===== src/rtl/trigger_in.sv =====
// trigger_in: receive side of the 4-bit serial trigger link.
// Deserializes MSB-first words arriving one bit per clk40, finds word
// alignment by hunting for a periodic sync word, confirms it over
// LOCK_COUNT frames, then delivers aligned words. Drops lock after
// IDLE_TIMEOUT frames without a sync word, or on a realign pulse.
//
// Ports:
//   clk40       link bit clock, rising edge
//   rst         asynchronous active-high reset
//   trig_in     serial link bit, MSB of each word first
//   realign     synchronous pulse, forces HUNT from any state
//   dataout     last aligned word received while locked
//   data_valid  one-cycle strobe, dataout updated this cycle
//   trig_valid  data_valid for a word other than SYNC_WORD
//   locked      high while in LOCKED
//   unlock_cnt  saturating count of LOCKED -> HUNT transitions
module trigger_in #(
    parameter logic [3:0]  SYNC_WORD    = 4'b1100,
    parameter int unsigned LOCK_COUNT   = 4,
    parameter int unsigned IDLE_TIMEOUT = 255
) (
    input  logic       clk40,
    input  logic       rst,
    input  logic       trig_in,
    input  logic       realign,
    output logic [3:0] dataout,
    output logic       data_valid,
    output logic       trig_valid,
    output logic       locked,
    output logic [7:0] unlock_cnt
);

    localparam int unsigned WORD_W = 4;
    localparam int unsigned MCNT_W = 4;
    localparam int unsigned IDLE_W = 8;
    localparam int unsigned UCNT_W = 8;

    typedef enum logic [1:0] {
        HUNT   = 2'd0,
        VERIFY = 2'd1,
        LOCKED = 2'd2
    } state_t;

    state_t              state;
    state_t              state_nxt;
    logic [WORD_W-1:0]   sr;
    logic [1:0]          ph;
    logic [MCNT_W-1:0]   match_cnt;
    logic [MCNT_W-1:0]   match_nxt;
    logic [IDLE_W-1:0]   idle_cnt;
    logic [IDLE_W-1:0]   idle_nxt;
    logic                sync_hit;
    logic                boundary;
    logic                emit;
    logic                unlock_ev;

    assign sync_hit = (sr == SYNC_WORD);
    // In HUNT the boundary is wherever the sync word appears; once aligned it is ph == 0.
    assign boundary = (state == HUNT) ? sync_hit : (ph == 2'd0);

    // State register
    always_ff @(posedge clk40 or posedge rst) begin
        if (rst) begin
            state <= HUNT;
        end else begin
            state <= state_nxt;
        end
    end

    // Next-state, counter updates and strobes
    always_comb begin
        state_nxt = state;
        match_nxt = match_cnt;
        idle_nxt  = idle_cnt;
        emit      = 1'b0;
        unlock_ev = 1'b0;

        unique case (state)
            HUNT: begin
                match_nxt = '0;
                idle_nxt  = '0;
                if (sync_hit) begin
                    match_nxt = MCNT_W'(1);
                    state_nxt = (LOCK_COUNT == 32'd1) ? LOCKED : VERIFY;
                end
            end
            VERIFY: begin
                if (boundary) begin
                    if (sync_hit) begin
                        match_nxt = match_cnt + MCNT_W'(1);
                        if (match_nxt == MCNT_W'(LOCK_COUNT)) begin
                            state_nxt = LOCKED;
                        end
                    end else begin
                        match_nxt = '0;
                        state_nxt = HUNT;
                    end
                end
            end
            LOCKED: begin
                if (boundary) begin
                    emit = 1'b1;
                    if (sync_hit) begin
                        idle_nxt = '0;
                    end else begin
                        idle_nxt = idle_cnt + IDLE_W'(1);
                        if (idle_nxt == IDLE_W'(IDLE_TIMEOUT)) begin
                            state_nxt = HUNT;
                            unlock_ev = 1'b1;
                            idle_nxt  = '0;
                            match_nxt = '0;
                        end
                    end
                end
            end
            default: begin
                state_nxt = HUNT;
                match_nxt = '0;
                idle_nxt  = '0;
            end
        endcase

        // realign overrides any lock or timeout decided above
        if (realign) begin
            state_nxt = HUNT;
            match_nxt = '0;
            idle_nxt  = '0;
            unlock_ev = (state == LOCKED);
        end
    end

    // Shift register, phase counter, counters and registered outputs
    always_ff @(posedge clk40 or posedge rst) begin
        if (rst) begin
            sr         <= '0;
            ph         <= '0;
            match_cnt  <= '0;
            idle_cnt   <= '0;
            dataout    <= '0;
            data_valid <= 1'b0;
            trig_valid <= 1'b0;
            locked     <= 1'b0;
            unlock_cnt <= '0;
        end else begin
            sr        <= {sr[WORD_W-2:0], trig_in};
            match_cnt <= match_nxt;
            idle_cnt  <= idle_nxt;

            // Sync seen in HUNT is the last cycle of a word, so the next cycle is phase 1.
            if (state == HUNT) begin
                if (sync_hit) begin
                    ph <= 2'd1;
                end
            end else begin
                ph <= ph + 2'd1;
            end

            data_valid <= emit;
            trig_valid <= emit && !sync_hit;
            if (emit) begin
                dataout <= sr;
            end

            locked <= (state_nxt == LOCKED);

            if (unlock_ev && (unlock_cnt != {UCNT_W{1'b1}})) begin
                unlock_cnt <= unlock_cnt + UCNT_W'(1);
            end
        end
    end

endmodule


===== config.mk =====
export PLATFORM = sky130hd
export DESIGN_NAME = trigger_in
export DESIGN_NICKNAME = d
export VERILOG_FILES = /design/src/rtl/trigger_in.sv
export SDC_FILE = /design/constraint.sdc
export NUM_CORES = 1
export LEC_CHECK = 0
export BUFFER_PORTS_ARGS = -buffer_cell sky130_fd_sc_hd__buf_2
export CORE_MARGIN = 2
export CORE_UTILIZATION = 45
export CTS_CLUSTER_SIZE = 28
export DETAILED_ROUTE_END_ITERATION = 8
export GPL_ROUTABILITY_DRIVEN = 0
export PLACE_DENSITY = 0.67
export SLEW_MARGIN = 20
export SYNTH_ARGS = -nofsm -noshare
export SYNTH_HDL_FRONTEND = slang
export SYNTH_SLANG_ARGS = --single-unit
export TNS_END_PERCENT = 20

===== constraint.sdc =====
create_clock -name clk40 -period 2.5 [get_ports clk40]
set_clock_uncertainty 0.2 [all_clocks]
set_input_delay 0.125 -clock clk40 [delete_from_list [all_inputs] [get_ports clk40]]
set_output_delay 0.125 -clock clk40 [all_outputs]
set_load 0.01 [all_outputs]

==> out/qor.yml <==
status: "finished, final reports clean"
p_per_area_nw_per_um2: 491.6
placedCellCount: 297
synth-seq-cells: 35
critPathLaunchType: "flop"
cts_buffers: 5
die_h_um: 72.77
p_sw_uw: 317.0
hp-class: "input pin to flop"
post-route-drc-count: 0
yosysWarnings: 0
vias: 1793
setup_slack_ns: 0.2080
final_hold_viol_count: 0
post_cts_buffers: 0
drive_above_1_share: 0.2095
reg2reg_slack_ns: 0.21
ir_drop_mv: 0.1999
synth_area_leader_cell: "dfrtp_1"
maxCapViolations: 0
async_reset_ff_frac: 1.000
syn_nets: 238
io_pins: 19
p_seq_frac: 0.517
io_buffer_count: 18
start_util: 0.4597
ant_nets: 0
p_total_mw: 1.178
multi_input_area_um2: 1147
worst_path_max_delay_cell: "or4_1"
worst_ep_arrival_time_ns: 2.32
nFillCells: 438
dieWidth_um: 72.77
h-tree-depth: 2
holdWs_ns: 0.1062
utilization: 0.5178
overflow: 0
cts_tree: "done"
place_area_um2: 2275
syn_avg_cell_area_um2: 9.335
crit_path_max_fanout: 8
dr.first_iter.drc_count: 81
post-route-min-period_ns: 2.292
synth_area_leaders: "dfrtp_1, nand2_1, ha_1"
synth_cell_types: 54
fmax_mhz: 436.3
cp-end-kind: "flop"
netlist_instances: 228
finalInstanceArea_um2: 2397
clock-root-buffer: "clkbuf_8"
dp.final_hpwl_um: 3039
fin_crit_sh: 0.9168
antenna_found_initial: 0
synthFlopType: "dfrtp_1"
syn_to_final_growth_pct: 12.64
grt_pass1_vias: 1656
grt_usage: 0.1871
required_ns: 2.53
wl_per_cell_um: 15.03
cts.sinks: 35
slew_viol_final: 0
worst-slew-pin-transition_ns: 0.5727
synth_edf_count: 0
finalSetupTns_ns: 0
max_slew_margin: 0.6168
num-nets-final: 262
rsz0062_at_grt: "no"
hold_end: "state[0]"
core_region_area_um2: 4629
clock_path_buffers: 2
min-delay-start: "realign"
worstHoldPathCells: 2
clkPwrFrac: 0.380
syn_area_um2: 2128
internal_power_uw: 861.5
critPathLaunch: "idle_cnt[0]"
setup.worst_path.class: "flop to flop"
final_cell_count_no_fill: 307
drt-pass1-iter-count: 4
reg2reg_from: "idle_cnt[0]"
reg2reg_depth: 6
viasPerCell: 5.840
grt_pass1_wl_um: 7790
comb_power_share: 0.103
design.die.area_um2: 5295
antennaDiodeCount: 0
clk_pin_slew_ns: 0.08
row_count: 25
yosysSeqAreaShare: 0.4115
clock_latency_ns: 0.29
seq_area_um2: 875.8
critPathMaxStageDelay_ns: 0.48
grt_max_degree: 36
reg2reg_to: "unlock_cnt[0]"
crit_chain: "ha_1 -> nand3_1 -> mux2i_2 -> o2111ai_2 -> or4_1 -> nand4_1"
p_leak_nw: 1.009
setup_violations: 0
synthDominantCellAreaShare: 0.4115
dp_worst_setup_slack_ns: 0.2227
routed_wl_um: 4613
swShare: 0.2690
what timing repair did:
item                                    4_1_cts  5_1_grt
hold buffers                                  2        0
hold endpoints to repair                     36        0
gates resized for setup                       0        1
endpoints found under the setup margin        0        1
synth_stat cells, types with 3 or more instances:
cell and instances:
o211ai_1 10, nand2_1 24, nor2b_1 4, inv_1 8
nand2b_1 4, dfrtp_1 35, ha_1 6, a21oi_1 4
mux2_2 4, o31ai_1 3, o22ai_1 6, o21ai_0 7
clkbuf_1 4, nor2_1 12, buf_6 4, o21ai_1 7
nand3_1 15, buf_2 3, nand4_1 6, or4_1 3
nor3_1 10, o21a_1 3, o21bai_1 3, nor3_2 3
nand3b_1 3
how the worst max path moves through the flow:
stage	endpoint	slack, ns	cells after the start
after floorplan	unlock_cnt[0]	0.34	6
after CTS	unlock_cnt[0]	0.21	6
final	unlock_cnt[0]	0.21	6
after detailed placement	unlock_cnt[0]	0.22	6
after global placement	unlock_cnt[0]	0.28	6
after global routing	unlock_cnt[0]	0.03	6
sequential cells by signal (all words and copies together) (netlist names):
| signal | cells |
|---|---|
| unlock_cnt | 8 |
| data_valid | 1 |
| state | 2 |
| trig_valid | 1 |
| ph | 2 |
| dataout | 4 |
| match_cnt | 4 |
| locked | 1 |
| idle_cnt | 8 |
| sr | 4 |
worst max-delay path: cells and delay by family (launching register included):
family                     cells  cell delay, ns
and+or+nand+nor                3            0.75
muxes                          1            0.33
DFF                            1            0.39
adders and majority gates      1            0.26
AOI/OAI and AO/OA              1            0.30
per-layer routing:
layer  up-vias  global-route usage  routed length, um
met1       854              0.2563               2227
met2        33              0.2919               2160
met5         -                   0                  0
met4         0             0.06584                 71
met3         7             0.04144                153
li1        899                   -                  -
final cells by class:
cell class	count	area share
Timing Repair Buffer	29	0.07411
Sequential cell	35	0.3653
Multi-Input combinational cell	173	0.4786
Clock inverter	2	0.006785
Clock buffer	6	0.03445
Tap cell	54	0.02818
Inverter	8	0.01253
placed cells by master (no fill, tap or decap), types with 8 or more instances in the layout:
cell,n
nand3_1,15
buf_2,18
buf_4,9
nor3_1,10
nand2_1,24
inv_1,8
o211ai_1,10
dfrtp_1,35
nor2_1,12
logic make-up (layout without fill, tap and decap cells):
| kind of cell | after synthesis | count (layout) | share of synthesized area |
|---|---|---|---|
| AND/OR/NAND/NOR | 102 | 102 | 0.2663 |
| AO/OA/AOI/OAI | 60 | 60 | 0.2099 |
| flip-flops | 35 | 35 | 0.4115 |
| buffers and inverters | 20 | 45 | 0.05114 |
| adder cells (fa/ha/maj) | 6 | 6 | 0.03527 |
| multiplexers | 5 | 5 | 0.02587 |
power by group through the flow:
stage	logic, mW	clock network [mW]	registers [mW]
2_1_floorplan	0.0884	0	0.620
3_3_place_gp	0.118	0	0.620
3_5_place_dp	0.121	0	0.620
4_1_cts	0.123	0.460	0.609
5_1_grt	0.140	0.487	0.612
6_report	0.122	0.448	0.609
Note: power is estimated with default switching activity, not from simulation.
